==> src/rtl/param_ram_pkg.sv <==
// Shared types and defaults for the byte-enable parameter RAM.
package param_ram_pkg;

    // Controller states: CLEAR while sweeping zeros, IDLE while serving requests.
    typedef enum logic [0:0] {
        CLEAR = 1'b0,
        IDLE  = 1'b1
    } state_e;

    localparam int DATA_W_DEFAULT = 32;
    localparam int DEPTH_DEFAULT  = 8;

    // Address width for a given depth, never narrower than one bit.
    function automatic int addr_width(input int depth);
        return (depth > 1) ? $clog2(depth) : 1;
    endfunction

endpackage

==> src/rtl/param_ram_if.sv <==
// Request/response bundle between a requester (master) and the RAM (slave).
interface param_ram_if #(
    parameter int DATA_W = 32,
    parameter int ADDR_W = 3
);
    logic                  en;
    logic                  rw;
    logic [ADDR_W-1:0]     address;
    logic [DATA_W-1:0]     in;
    logic [DATA_W/8-1:0]   be;
    logic [DATA_W-1:0]     out;
    logic                  rvalid;
    logic                  ready;
    logic                  err;

    modport master (
        output en, rw, address, in, be,
        input  out, rvalid, ready, err
    );

    modport slave (
        input  en, rw, address, in, be,
        output out, rvalid, ready, err
    );
endinterface

==> src/rtl/param_ram_clr.sv <==
// Start-up controller: sweeps zeros through the array after reset, then
// raises ready. With CLEAR_ON_RESET=0 it goes straight to IDLE.
module param_ram_clr
    import param_ram_pkg::*;
#(
    parameter int DEPTH          = DEPTH_DEFAULT,
    parameter int CLEAR_ON_RESET = 1,
    parameter int ADDR_W         = addr_width(DEPTH)
) (
    input  logic              clk,
    input  logic              rst_n,
    output logic              ready_o,
    output logic              clr_we_o,
    output logic [ADDR_W-1:0] clr_addr_o
);

    localparam logic [0:0]        ST_CLEAR = CLEAR;
    localparam logic [0:0]        ST_IDLE  = IDLE;
    localparam logic [ADDR_W-1:0] LAST     = ADDR_W'(DEPTH - 1);

    logic [0:0]        state_q, state_d;
    logic [ADDR_W-1:0] cnt_q, cnt_d;

    // Next state: step the sweep one word per cycle, leave after the last word.
    always_comb begin
        state_d = state_q;
        cnt_d   = cnt_q;
        if (state_q == ST_CLEAR) begin
            if (CLEAR_ON_RESET == 0) begin
                state_d = ST_IDLE;
            end else if (cnt_q == LAST) begin
                state_d = ST_IDLE;
                cnt_d   = '0;
            end else begin
                cnt_d   = cnt_q + 1'b1;
            end
        end
    end

    // State and sweep counter; reset always restarts the sweep from word 0.
    always_ff @(posedge clk or negedge rst_n) begin
        if (!rst_n) begin
            state_q <= ST_CLEAR;
            cnt_q   <= '0;
        end else begin
            state_q <= state_d;
            cnt_q   <= cnt_d;
        end
    end

    assign ready_o    = (state_q == ST_IDLE);
    assign clr_we_o   = (state_q == ST_CLEAR) && (CLEAR_ON_RESET != 0);
    assign clr_addr_o = cnt_q;

endmodule

==> src/rtl/param_ram.sv <==
// Single-port word RAM with byte-enable writes, registered 1-cycle reads,
// out-of-range error pulse and an optional zero-fill sweep after reset.
module param_ram
    import param_ram_pkg::*;
#(
    parameter int DATA_W         = DATA_W_DEFAULT,
    parameter int DEPTH          = DEPTH_DEFAULT,
    parameter int CLEAR_ON_RESET = 1
) (
    input  logic       clk,
    input  logic       rst_n,
    param_ram_if.slave bus
);

    localparam int              ADDR_W  = addr_width(DEPTH);
    localparam int              NBYTES  = DATA_W / 8;
    localparam logic [ADDR_W:0] DEPTH_C = (ADDR_W + 1)'(DEPTH);

    logic [DATA_W-1:0] mem_q [DEPTH];

    logic              ready;
    logic              clr_we;
    logic [ADDR_W-1:0] clr_addr;

    logic              acc;
    logic              in_range;
    logic              wr_ok;
    logic              rd_ok;
    logic [ADDR_W-1:0] idx;

    logic [DATA_W-1:0] out_q, out_d;
    logic              rvalid_q, rvalid_d;
    logic              err_q, err_d;

    param_ram_clr #(
        .DEPTH          (DEPTH),
        .CLEAR_ON_RESET (CLEAR_ON_RESET),
        .ADDR_W         (ADDR_W)
    ) u_clr (
        .clk        (clk),
        .rst_n      (rst_n),
        .ready_o    (ready),
        .clr_we_o   (clr_we),
        .clr_addr_o (clr_addr)
    );

    // Request decode; the index is forced in range so the array is never
    // addressed past DEPTH-1 when DEPTH is not a power of two.
    assign acc      = bus.en & ready;
    assign in_range = ({1'b0, bus.address} < DEPTH_C);
    assign wr_ok    = acc &  bus.rw & in_range;
    assign rd_ok    = acc & ~bus.rw & in_range;
    assign idx      = in_range ? bus.address : '0;

    // Read path next-state: out only moves on an accepted in-range read.
    always_comb begin
        out_d    = out_q;
        rvalid_d = rd_ok;
        err_d    = acc & ~in_range;
        if (rd_ok) begin
            out_d = mem_q[idx];
        end
    end

    // Array write port: the sweep owns it while clearing, else byte-enabled writes.
    always_ff @(posedge clk) begin
        if (clr_we) begin
            mem_q[clr_addr] <= '0;
        end else if (wr_ok) begin
            for (int k = 0; k < NBYTES; k++) begin
                if (bus.be[k]) begin
                    mem_q[idx][8*k +: 8] <= bus.in[8*k +: 8];
                end
            end
        end
    end

    // Registered read data and the one-cycle rvalid/err pulses.
    always_ff @(posedge clk or negedge rst_n) begin
        if (!rst_n) begin
            out_q    <= '0;
            rvalid_q <= 1'b0;
            err_q    <= 1'b0;
        end else begin
            out_q    <= out_d;
            rvalid_q <= rvalid_d;
            err_q    <= err_d;
        end
    end

    assign bus.out    = out_q;
    assign bus.rvalid = rvalid_q;
    assign bus.ready  = ready;
    assign bus.err    = err_q;

endmodule
==> src/flat_wrapper.sv <==
// flat-port wrapper written by rule: the top's interface ports become plain ports
module param_ram_flat import param_ram_pkg::*;
#(
    parameter int DATA_W         = DATA_W_DEFAULT,
    parameter int DEPTH          = DEPTH_DEFAULT,
    parameter int CLEAR_ON_RESET = 1
)
  (clk, rst_n, bus_en, bus_rw, bus_address, bus_in, bus_be, bus_out, bus_rvalid, bus_ready, bus_err);
  param_ram_if #(.DATA_W(DATA_W)) bus_i ();
  input  logic clk;
  input  logic rst_n;
  input wire logic [$bits(bus_i.en)-1:0] bus_en;
  input wire logic [$bits(bus_i.rw)-1:0] bus_rw;
  input wire logic [$bits(bus_i.address)-1:0] bus_address;
  input wire logic [$bits(bus_i.in)-1:0] bus_in;
  input wire logic [$bits(bus_i.be)-1:0] bus_be;
  output wire logic [$bits(bus_i.out)-1:0] bus_out;
  output wire logic [$bits(bus_i.rvalid)-1:0] bus_rvalid;
  output wire logic [$bits(bus_i.ready)-1:0] bus_ready;
  output wire logic [$bits(bus_i.err)-1:0] bus_err;
  assign bus_i.en = bus_en;
  assign bus_i.rw = bus_rw;
  assign bus_i.address = bus_address;
  assign bus_i.in = bus_in;
  assign bus_i.be = bus_be;
  assign bus_out = bus_i.out;
  assign bus_rvalid = bus_i.rvalid;
  assign bus_ready = bus_i.ready;
  assign bus_err = bus_i.err;
  param_ram #(.DATA_W(DATA_W), .DEPTH(DEPTH), .CLEAR_ON_RESET(CLEAR_ON_RESET)) u_core (.clk(clk), .rst_n(rst_n), .bus(bus_i));
endmodule
==> config.mk <==
export PLATFORM = sky130hd
export DESIGN_NAME = param_ram_flat
export DESIGN_NICKNAME = d
export VERILOG_FILES = /design/src/rtl/param_ram_pkg.sv /design/src/rtl/param_ram_if.sv /design/src/rtl/param_ram_clr.sv /design/src/rtl/param_ram.sv /design/src/flat_wrapper.sv
export SDC_FILE = /design/constraint.sdc
export NUM_CORES = 1
export LEC_CHECK = 0
export CAP_MARGIN = 20
export CORE_MARGIN = 5
export CORE_UTILIZATION = 30
export DETAILED_ROUTE_END_ITERATION = 10
export DONT_BUFFER_PORTS = 1
export GPL_ROUTABILITY_DRIVEN = 0
export SETUP_SLACK_MARGIN = 0.5
export SLEW_MARGIN = 5
export SYNTH_ARGS = -nofsm -noshare
export SYNTH_HDL_FRONTEND = slang
export SYNTH_SLANG_ARGS = --single-unit
==> constraint.sdc <==
create_clock -name clk -period 5.3 [get_ports clk]
set_input_delay 0.795 -clock clk [delete_from_list [all_inputs] [get_ports clk]]
set_output_delay 0.795 -clock clk [all_outputs]
set_load 0.02 [all_outputs]
[Word-level counts from Yosys, hierarchy flattened]
Memories as Yosys holds them, arrays and structs flattened. A register that Yosys moved wholly into a read port is not among the register bits.
Index checks and enable logic that the tools add are counted.
Storage, ports and cells
  register bits: 5
  bits in writable memories: 256
  input port bits: 43
  output and inout bits: 35
  word-level logic and storage cells: 35
  memories: 1
Operators by class
  $add $sub $neg: 1
  equal/unequal tests: 1
  multiplexer cells: 23
  bitwise operators: 4
  reduce and logical (&&, ||, !) cells: 2
Memories
  u_core.mem_q: depth 8, width 32, rd ports 1, clocked after memory_dff 1, wr ports 1, RTL line param_ram.sv:19  | logic [DATA_W-1:0] mem_q [DEPTH];
Operators with widths (count)
  32-bit 2-to-1 mux: 1
  32-bit OR reduction: 1
  1-bit 2-to-1 mux: 19
  3-bit 2-to-1 mux: 2
  4-bit 2-to-1 mux: 1
  3-bit by 1-bit adder with 3-bit output (second input constant): 1
  1-bit AND: 3
  3-bit equality test (second input constant): 1
  1-bit logical NOT: 1
  1-bit inverter: 1

[Logic depth before layout (Yosys ltp)]
Gate-level depths: netlist of run 1.
  depth after elaboration: 7
  gate-level depth with buffers: 6
  mapped depth without buffers: 4

[By module]
A second synthesis of run 1 with hierarchy kept.
Unflattened totals
  cell total of the unflattened synthesis: 721
  area total of the unflattened synthesis: 11758.8 µm²
By module, submodules not included
  param_ram: times used 1, cells each 709, area each 11586.1 µm², seq. area each 8513.2 µm²
  param_ram_clr: times used 1, cells each 12, area each 172.7 µm², seq. area each 100.1 µm²

[Worst setup path after synthesis of run 1]
OpenSTA, ideal clock, no wires.
  kind: input to register
  start: in bus_address[2]
  end: mem u_core.mem_q[2][0], enable pin
  setup time: 375 ps
  data arrival time: 2071 ps
  required time: 4925 ps
  path slack: 2854 ps
  cell stages on the path: 4
  path buffers: 2
  cell sequence: buf_6 > buf_6 > or4_4 > a21oi_1
On the way
  word-level cells in the longest chain between the ends: 1
Ends and longest elaborated chain
  from (decl): RTL line flat_wrapper.sv:14  | input wire logic [$bits(bus_i.address)-1:0] bus_address;
  3-bit 2-to-1 mux (no source line)
  to (decl): RTL line param_ram.sv:19
No other way between the ends.

[Worst setup path after layout of run 1]
  start: reg u_core.u_clr.state_q (netlist: u_core.u_clr.ready_o)
  end: mem u_core.mem_q[7][22], enable pin
On the way
  word-level cells in the longest chain between the ends: 7
  elaborated cells on any way between the ends: 18
  classes of those cells: mux: 15; bitwise: 2; reduce/logical: 1
Ends and longest elaborated chain
  from (decl): RTL line param_ram_clr.sv:21  | logic [0:0] state_q, state_d;
  from (signal assigned): RTL line param_ram_clr.sv:46  | state_q <= state_d;
  1-bit AND: RTL line param_ram.sv:49  | assign acc = bus.en & ready;
  1-bit AND: RTL line param_ram.sv:51  | assign wr_ok = acc & bus.rw & in_range;
  1-bit 2-to-1 mux: RTL line param_ram.sv:69  | end else if (wr_ok) begin
  1-bit 2-to-1 mux: RTL line param_ram.sv:67  | if (clr_we) begin
  1-bit 2-to-1 mux (not written as such): RTL line param_ram.sv:72  | mem_q[idx][8*k +: 8] <= bus.in[8*k +: 8];
  32-bit OR reduction (no source line)
  3-bit 2-to-1 mux (no source line) / 4-bit 2-to-1 mux (equally long branches)
Several ways; a longest one is shown, not always the timed one.

==> results of run 1 <==
==> synthesized netlist by cell type (all sizes together) <==
cell / instances
edfxtp: 256
mux2: 66
mux2i: 64
dfrtp: 37
and3: 33
nand2: 33
a21oi: 32
a22o: 32
o22ai: 32
o31ai: 32
buf: 28
clkbuf: 19
o2111ai: 6
a21boi: 4
inv: 4
or4: 4
nand4: 3
ha: 2
nand2b: 2
nor2: 2
nor2b: 2
o211ai: 2
a21o: 1
and2: 1
conb: 1
nand3: 1
nand3b: 1
nand4b: 1
nor3: 1
nor4: 1
or2: 1
or4b: 1
==> cells in the final DEF, fill, tap and decap left out, types with 2 or more instances in the layout <==
| cell | Yosys | routed |
|---|---|---|
| sky130_fd_sc_hd__a22o_1 | 32 | 32 |
| sky130_fd_sc_hd__mux2i_1 | 64 | 64 |
| sky130_fd_sc_hd__or4_4 | 3 | 3 |
| sky130_fd_sc_hd__o31ai_1 | 28 | 28 |
| sky130_fd_sc_hd__mux2_2 | 66 | 66 |
| sky130_fd_sc_hd__clkinv_2 | 0 | 2 |
| sky130_fd_sc_hd__clkinv_1 | 0 | 3 |
| sky130_fd_sc_hd__edfxtp_1 | 256 | 256 |
| sky130_fd_sc_hd__o31ai_2 | 4 | 4 |
| sky130_fd_sc_hd__o22ai_1 | 32 | 32 |
| sky130_fd_sc_hd__inv_1 | 4 | 4 |
| sky130_fd_sc_hd__a21boi_1 | 4 | 4 |
| sky130_fd_sc_hd__o2111ai_1 | 6 | 6 |
| sky130_fd_sc_hd__o211ai_1 | 2 | 2 |
| sky130_fd_sc_hd__buf_4 | 8 | 8 |
| sky130_fd_sc_hd__ha_1 | 2 | 2 |
| sky130_fd_sc_hd__nand2_1 | 33 | 33 |
| sky130_fd_sc_hd__nand4_1 | 3 | 3 |
| sky130_fd_sc_hd__and3_1 | 33 | 33 |
| sky130_fd_sc_hd__clkbuf_1 | 19 | 10 |
| sky130_fd_sc_hd__clkbuf_16 | 0 | 29 |
| sky130_fd_sc_hd__clkbuf_8 | 0 | 5 |
| sky130_fd_sc_hd__clkinvlp_4 | 0 | 2 |
| sky130_fd_sc_hd__dfrtp_1 | 37 | 37 |
| sky130_fd_sc_hd__nand2b_1 | 2 | 2 |
| sky130_fd_sc_hd__a21oi_1 | 32 | 32 |
==> stage by stage <==
stage / utilization / power (W)
2_1_floorplan: - / 0.00282
3_3_place_gp: 0.315 / 0.00288
3_5_place_dp: 0.315 / 0.00289
4_1_cts: 0.339 / 0.00482
5_1_grt: 0.339 / 0.00494
6_report: 0.339 / 0.00478
==> layer usage <==
layer / GRT usage / routed length [microns] / vias to the layer above
met5: 0 / 23 / -
met4: 0.0290 / 499 / 4
met3: 0.0298 / 1930 / 40
met2: 0.207 / 13500 / 194
met1: 0.180 / 12900 / 3204
li1: - / - / 2792
==> power groups by stage <==
stage / Sequential (W) / Clock, W / Combinational (W)
finish: 0.00262 / 0.00194 / 0.000215
global route: 0.00263 / 0.00207 / 0.000236
CTS: 0.00263 / 0.00197 / 0.000218
detailed placement: 0.00268 / 0 / 0.000207
global placement: 0.00268 / 0 / 0.000205
floorplan: 0.00265 / 0 / 0.000173
==> final timing paths <==
kind,start,endpoint,slack [ps],cells after the start
setup / recovery,u_core.u_clr.ready_o,u_core.mem_q[7][22],2220,3
hold reg to reg,u_core.bus.out[23],u_core.bus.out[23],640,2
min in group clk,u_core.bus.out[23],u_core.bus.out[23],640,2
setup reg to reg,u_core.u_clr.ready_o,u_core.mem_q[7][22],2220,3
hold / removal,rst_n,u_core.bus.out[4],80,1
max in group asynchronous,rst_n,u_core.bus.out[26],4950,1
==> logic make-up after synthesis <==
group | share of synthesized area
and+or+nand+nor | 0.0409
buffers and inverters | 0.0269
other | 0.000317
muxes | 0.117
adders and majority gates | 0.00211
AOI/OAI and AO/OA | 0.0850
DFF | 0.728
==> critical path, cell delays in order, from the launching register on <==
cell	delay [ps]
sky130_fd_sc_hd__dfrtp_1	660
sky130_fd_sc_hd__nand3_1	490
sky130_fd_sc_hd__or4b_1	820
sky130_fd_sc_hd__a21oi_1	730
==> cell type report <==
class / count / area [sq um] / share of cell area
flip-flops and latches: 293 / 8610 / 0.654
clock buffers: 44 / 832 / 0.0632
clock inverters: 8 / 66.3 / 0.00503
multi-input cells: 361 / 2910 / 0.221
well taps: 518 / 648 / 0.0492
inverters: 4 / 15.0 / 0.00114
repair buffers: 9 / 87.6 / 0.00665
==> state kept, by name, indices dropped and copies added, names as in the netlist <==
signal                   count
u_core.mem_q               256
u_core.bus.rvalid            1
u_core.bus.out              32
u_core.u_clr.ready_o         1
u_core.u_clr.clr_addr_o      3
==> impl_metrics.xml, run 1 <==
<?xml version="1.0" encoding="UTF-8"?>
<metrics>
  <group name="drt">
    <metric name="firstDrtPassIters" unit="">5</metric>
    <metric name="route.detailed.drc" unit="">0</metric>
    <metric name="post_drt_wl_per_cell" unit="microns">23.3</metric>
    <metric name="antenna_left" unit="">0</metric>
    <metric name="postRouteWirelength" unit="mm">28.8</metric>
    <metric name="drt-vias-per-instance" unit="">5.04</metric>
    <metric name="drt_first_iter_violations" unit="">606</metric>
    <metric name="route.vias.total" unit="">6234</metric>
  </group>
  <group name="cts">
    <metric name="clock-root-buffer" unit="">sky130_fd_sc_hd__clkbuf_16</metric>
    <metric name="worstSkewPairLatency" unit="ps">530</metric>
    <metric name="cts_buffers" unit="">28</metric>
    <metric name="clockBufferDepth" unit="">3</metric>
    <metric name="cts_hold_repair_buffers" unit="">1</metric>
    <metric name="cts_setup_buffers" unit="">0</metric>
    <metric name="post_cts_resize_count" unit="">0</metric>
    <metric name="cts_tree" unit="">done</metric>
    <metric name="cts.reportedPaths.clkPinSlew" unit="ps">60</metric>
    <metric name="cts_sinks" unit="">293</metric>
    <metric name="h_tree_depth" unit="">1</metric>
  </group>
  <group name="setup_path">
    <metric name="timing.critical_path.arrival" unit="ps">3240</metric>
    <metric name="worst_setup_path_end_kind" unit="">flop</metric>
    <metric name="timing.critical_path.required" unit="ps">5460</metric>
    <metric name="top_fanout_value_on_the_critical_path" unit="">13</metric>
    <metric name="worstSetupPathType" unit="">reg -&gt; reg</metric>
    <metric name="setup.worst_path.start_class" unit="">flop</metric>
  </group>
  <group name="final_layout">
    <metric name="areaGrowthSynthToFinish" unit="%">11.3</metric>
    <metric name="final_cells" unit="">1237</metric>
    <metric name="nets" unit="">742</metric>
    <metric name="number_of_fill_cells_in_the_layout" unit="">3657</metric>
    <metric name="fin_area" unit="sq um">13200</metric>
    <metric name="antennaDiodeCount" unit="">0</metric>
    <metric name="drive_gt1_frac" unit="">0.174</metric>
  </group>
  <group name="logic_synthesis">
    <metric name="synthesis.area_per_instance" unit="sq um">16.8</metric>
    <metric name="synth_area" unit="sq um">11800</metric>
    <metric name="synth.yosys.seq_area_share" unit="">0.728</metric>
    <metric name="post_synth_inst_count" unit="">705</metric>
    <metric name="synth.ff_latch_count" unit="">293</metric>
    <metric name="syn_nets" unit="">750</metric>
    <metric name="post-synth-top-area-fraction" unit="">0.650</metric>
    <metric name="synth_area_leader_cell" unit="">sky130_fd_sc_hd__edfxtp_1</metric>
    <metric name="netlist-cell-type-count" unit="">38</metric>
    <metric name="synth_warnings" unit="">0</metric>
    <metric name="synth_top_area_cells" unit="">sky130_fd_sc_hd__edfxtp_1 65%, sky130_fd_sc_hd__dfrtp_1 7.8%, sky130_fd_sc_hd__mux2_2 6.3%</metric>
  </group>
  <group name="die">
    <metric name="floorplan.initialDensity" unit="">0.305</metric>
    <metric name="die-area" unit="sq um">43500</metric>
    <metric name="floorplan.core_area" unit="sq um">38800</metric>
    <metric name="std_cell_rows" unit="">72</metric>
    <metric name="die_height" unit="microns">209</metric>
    <metric name="pin_count" unit="">78</metric>
    <metric name="fp.dieW" unit="microns">209</metric>
  </group>
  <group name="placed_design">
    <metric name="io_buffers" unit="">0</metric>
    <metric name="placedCellCount" unit="">1183</metric>
    <metric name="place_ws" unit="ps">1790</metric>
    <metric name="dpl.hpwl" unit="mm">18.7</metric>
    <metric name="dpl_cell_area" unit="sq um">12200</metric>
  </group>
  <group name="sta">
    <metric name="relSlewSlack" unit="">0.289</metric>
    <metric name="setup-violations-final" unit="">0</metric>
    <metric name="clock.fmax" unit="GHz">0.325</metric>
    <metric name="setup_ws" unit="ps">2220</metric>
    <metric name="post-route-min-period" unit="ps">3080</metric>
    <metric name="period_share" unit="">0.581</metric>
    <metric name="grt_setup_unrepaired" unit="">no</metric>
    <metric name="finalClockSkew" unit="ps">10.5</metric>
    <metric name="total_negative_slack_for_setup_checks" unit="ps">0</metric>
    <metric name="fin_hold_ws" unit="ps">77.8</metric>
    <metric name="tightest_slew" unit="ps">1070</metric>
    <metric name="final_max_slew_viol_count" unit="">0</metric>
    <metric name="final_hold_viol_count" unit="">0</metric>
  </group>
  <group name="worst_hold_path">
    <metric name="min_path_type" unit="">in -&gt; async</metric>
  </group>
  <group name="grt">
    <metric name="grt-ovfl-total" unit="">0</metric>
    <metric name="antenna_found_initial" unit="">2</metric>
    <metric name="grt_pass1_vias" unit="">6429</metric>
    <metric name="grt_util_all_layers" unit="">0.129</metric>
    <metric name="grt_max_degree" unit="">137</metric>
    <metric name="grt_pass1_wl" unit="mm">43.2</metric>
  </group>
  <group name="flow_run">
    <metric name="maxCapViolations" unit="">0</metric>
  </group>
  <group name="pwr">
    <metric name="internal_power" unit="W">0.00374</metric>
    <metric name="power.share.clock" unit="">0.406</metric>
    <metric name="power_leakage" unit="nW">4.94</metric>
    <metric name="pwr_density_cell" unit="nW/um^2">363</metric>
    <metric name="pwr-share-seq" unit="">0.549</metric>
    <metric name="comb_pwr_share" unit="">0.045</metric>
    <metric name="switching_share" unit="">0.217</metric>
    <metric name="switching_power" unit="W">0.00104</metric>
    <metric name="power.ir.vdd_worst" unit="uV">196</metric>
  </group>
  <group name="run_status">
    <metric name="status" unit="">finished, final reports clean</metric>
  </group>
</metrics>
(Power assumes the default switching activity.)
==> inputs of run 2 (changes only) <==
- clock period: 5.3 -> 3.25 ns (I/O delays scaled with it)
==> run 2 against run 1 <==
Critical path depth grew 1. Flip-flop and latch count did not move. Register-to-register slack got worse by 1100 ps. Clock skew about the same. Combinational power grew 58%. Fmax increased by 43%. Power increased by 69%. Final cell count up 3.4%. Critical endpoint is now u_core.mem_q[7][31]. Highest routed layer unchanged.
==> impl_metrics.xml, run 2 (synthesized netlist as in run 1, its figures left out) <==
<?xml version="1.0" encoding="UTF-8"?>
<metrics>
  <group name="grt">
    <metric name="antenna_found_initial" unit="">4</metric>
    <metric name="grt_max_degree" unit="">137</metric>
    <metric name="grt_pass1_vias" unit="">6326</metric>
    <metric name="grt_pass1_wl" unit="mm">41.9</metric>
    <metric name="grt_util_all_layers" unit="">0.126</metric>
    <metric name="grt-ovfl-total" unit="">0</metric>
  </group>
  <group name="die">
    <metric name="fp.dieW" unit="microns">209</metric>
    <metric name="floorplan.core_area" unit="sq um">38800</metric>
    <metric name="floorplan.initialDensity" unit="">0.305</metric>
    <metric name="die_height" unit="microns">209</metric>
    <metric name="die-area" unit="sq um">43500</metric>
    <metric name="std_cell_rows" unit="">72</metric>
    <metric name="pin_count" unit="">78</metric>
  </group>
  <group name="setup_path">
    <metric name="worst_setup_path_end_kind" unit="">flop</metric>
    <metric name="timing.critical_path.arrival" unit="ps">2390</metric>
    <metric name="timing.critical_path.required" unit="ps">3480</metric>
    <metric name="setup.worst_path.start_class" unit="">flop</metric>
    <metric name="worst-r2r-cell-count" unit="">4</metric>
    <metric name="reg2reg_slack" unit="ps">1090</metric>
    <metric name="top_fanout_value_on_the_critical_path" unit="">12</metric>
    <metric name="worstSetupPathType" unit="">reg -&gt; reg</metric>
  </group>
  <group name="pwr">
    <metric name="power.share.clock" unit="">0.428</metric>
    <metric name="pwr-share-seq" unit="">0.530</metric>
    <metric name="power.ir.vdd_worst" unit="uV">389</metric>
    <metric name="pwr_density_cell" unit="nW/um^2">595</metric>
    <metric name="switching_share" unit="">0.210</metric>
    <metric name="internal_power" unit="W">0.00638</metric>
    <metric name="report.power.total" unit="W">0.00807</metric>
    <metric name="switching_power" unit="W">0.00169</metric>
    <metric name="power_leakage" unit="nW">5.21</metric>
    <metric name="comb_pwr_share" unit="">0.042</metric>
  </group>
  <group name="sta">
    <metric name="final_hold_viol_count" unit="">0</metric>
    <metric name="fin_hold_ws" unit="ps">333</metric>
    <metric name="total_negative_slack_for_setup_checks" unit="ps">0</metric>
    <metric name="relSlewSlack" unit="">0.487</metric>
    <metric name="clock.fmax" unit="GHz">0.464</metric>
    <metric name="tightest_slew" unit="ps">767</metric>
    <metric name="period_share" unit="">0.663</metric>
    <metric name="setup-violations-final" unit="">0</metric>
    <metric name="final_max_slew_viol_count" unit="">0</metric>
    <metric name="grt_setup_unrepaired" unit="">no</metric>
    <metric name="finalClockSkew" unit="ps">10.0</metric>
    <metric name="post-route-min-period" unit="ps">2160</metric>
  </group>
  <group name="placed_design">
    <metric name="io_buffers" unit="">0</metric>
    <metric name="dpl.hpwl" unit="mm">17.8</metric>
    <metric name="dpl_cell_area" unit="sq um">12500</metric>
  </group>
  <group name="cts">
    <metric name="cts_sinks" unit="">293</metric>
    <metric name="clock-root-buffer" unit="">sky130_fd_sc_hd__clkbuf_16</metric>
    <metric name="worstSkewPairLatency" unit="ps">540</metric>
    <metric name="cts.reportedPaths.clkPinSlew" unit="ps">60</metric>
    <metric name="post_cts_resize_count" unit="">0</metric>
    <metric name="clockBufferDepth" unit="">3</metric>
    <metric name="h_tree_depth" unit="">1</metric>
    <metric name="cts_buffers" unit="">30</metric>
    <metric name="cts_tree" unit="">done</metric>
  </group>
  <group name="drt">
    <metric name="route.detailed.drc" unit="">0</metric>
    <metric name="route.vias.total" unit="">6307</metric>
    <metric name="drt-vias-per-instance" unit="">4.93</metric>
    <metric name="post_drt_wl_per_cell" unit="microns">22.1</metric>
    <metric name="drt_first_iter_violations" unit="">496</metric>
    <metric name="firstDrtPassIters" unit="">5</metric>
    <metric name="postRouteWirelength" unit="mm">28.2</metric>
    <metric name="antenna_left" unit="">0</metric>
  </group>
  <group name="final_layout">
    <metric name="drive_gt1_frac" unit="">0.219</metric>
    <metric name="antennaDiodeCount" unit="">0</metric>
    <metric name="areaGrowthSynthToFinish" unit="%">14.7</metric>
    <metric name="nets" unit="">782</metric>
    <metric name="mostFrequentLayoutCell" unit="">sky130_fd_sc_hd__edfxtp_1</metric>
    <metric name="most-common-layout-cells" unit="">256 x sky130_fd_sc_hd__edfxtp_1, 66 x sky130_fd_sc_hd__mux2_2, 64 x sky130_fd_sc_hd__mux2i_1, 45 x sky130_fd_sc_hd__buf_4, 37 x sky130_fd_sc_hd__dfrtp_1</metric>
    <metric name="register_bank_with_the_most_flops" unit="">u_core.mem_q</metric>
    <metric name="fin_area" unit="sq um">13600</metric>
    <metric name="largest_reg_flops" unit="">256</metric>
  </group>
  <group name="worst_hold_path">
    <metric name="timing.hold.worst_path_depth" unit="">1</metric>
    <metric name="min_path_type" unit="">in -&gt; reg</metric>
  </group>
  <group name="run_status">
    <metric name="status" unit="">finished, final reports clean</metric>
  </group>
  <group name="flow_run">
    <metric name="maxCapViolations" unit="">0</metric>
  </group>
</metrics>
run 2: layout make-up:
cell class                      instances  area (sq um)
Fill cell                            3670         25300
Clock buffer                           39           826
Clock inverter                         17           178
Tap cell                              518           648
Sequential cell                       293          8610
Timing Repair Buffer                   47           375
Multi-Input combinational cell        361          2910
Inverter                                4          15.0
run 2: layer usage:
layer	share of wire	GRT usage	vias to the layer above	routed length [microns]
li1	-	-	2873	-
met1	0.46	0.178	3242	12900
met2	0.47	0.203	154	13300
met3	0.061	0.0277	32	1710
met4	0.012	0.0232	6	330
met5	0.0015	0	-	41
run 2: critical path: stages, from the launching register on:
cell,delay (ps)
sky130_fd_sc_hd__dfrtp_1,340
sky130_fd_sc_hd__nand3_1,380
sky130_fd_sc_hd__or4b_1,730
sky130_fd_sc_hd__a21oi_1,170
sky130_fd_sc_hd__buf_4,220
run 2: through the flow:
step | utilization | worst slack [ps] | instances
floorplan | - | 1110 | 705
global placement | 0.323 | 985 | 1221
detailed placement | 0.323 | 971 | 1221
CTS | 0.349 | 1110 | 1279
global route | 0.349 | 982 | 1279
finish | 0.349 | 1090 | 1279
run 2: power by group through the flow:
stage          logic (W)  clock network, W  registers (W)
2_1_floorplan   0.000281                 0        0.00433
3_3_place_gp    0.000323                 0        0.00437
3_5_place_dp    0.000328                 0        0.00437
4_1_cts         0.000347           0.00352        0.00429
5_1_grt         0.000376           0.00368        0.00429
6_report        0.000340           0.00345        0.00428
run 2: timing repair:
item                                   CTS  global route
endpoints found under the hold margin   37             0
buffers inserted                         0             0
hold buffers                             2             0
run 2: path summary, 6_finish.rpt:
check | startpoint | end
worst max register to register | u_core.u_clr.ready_o | u_core.mem_q[7][31]
max in group asynchronous | rst_n | u_core.u_clr.clr_addr_o[0]
min in group asynchronous | rst_n | u_core.bus.out[5]
worst min register to register | u_core.bus.out[25] | u_core.bus.out[25]
worst max-delay path | u_core.u_clr.ready_o | u_core.mem_q[7][31]
worst min-delay path | bus_in[5] | u_core.mem_q[0][5]
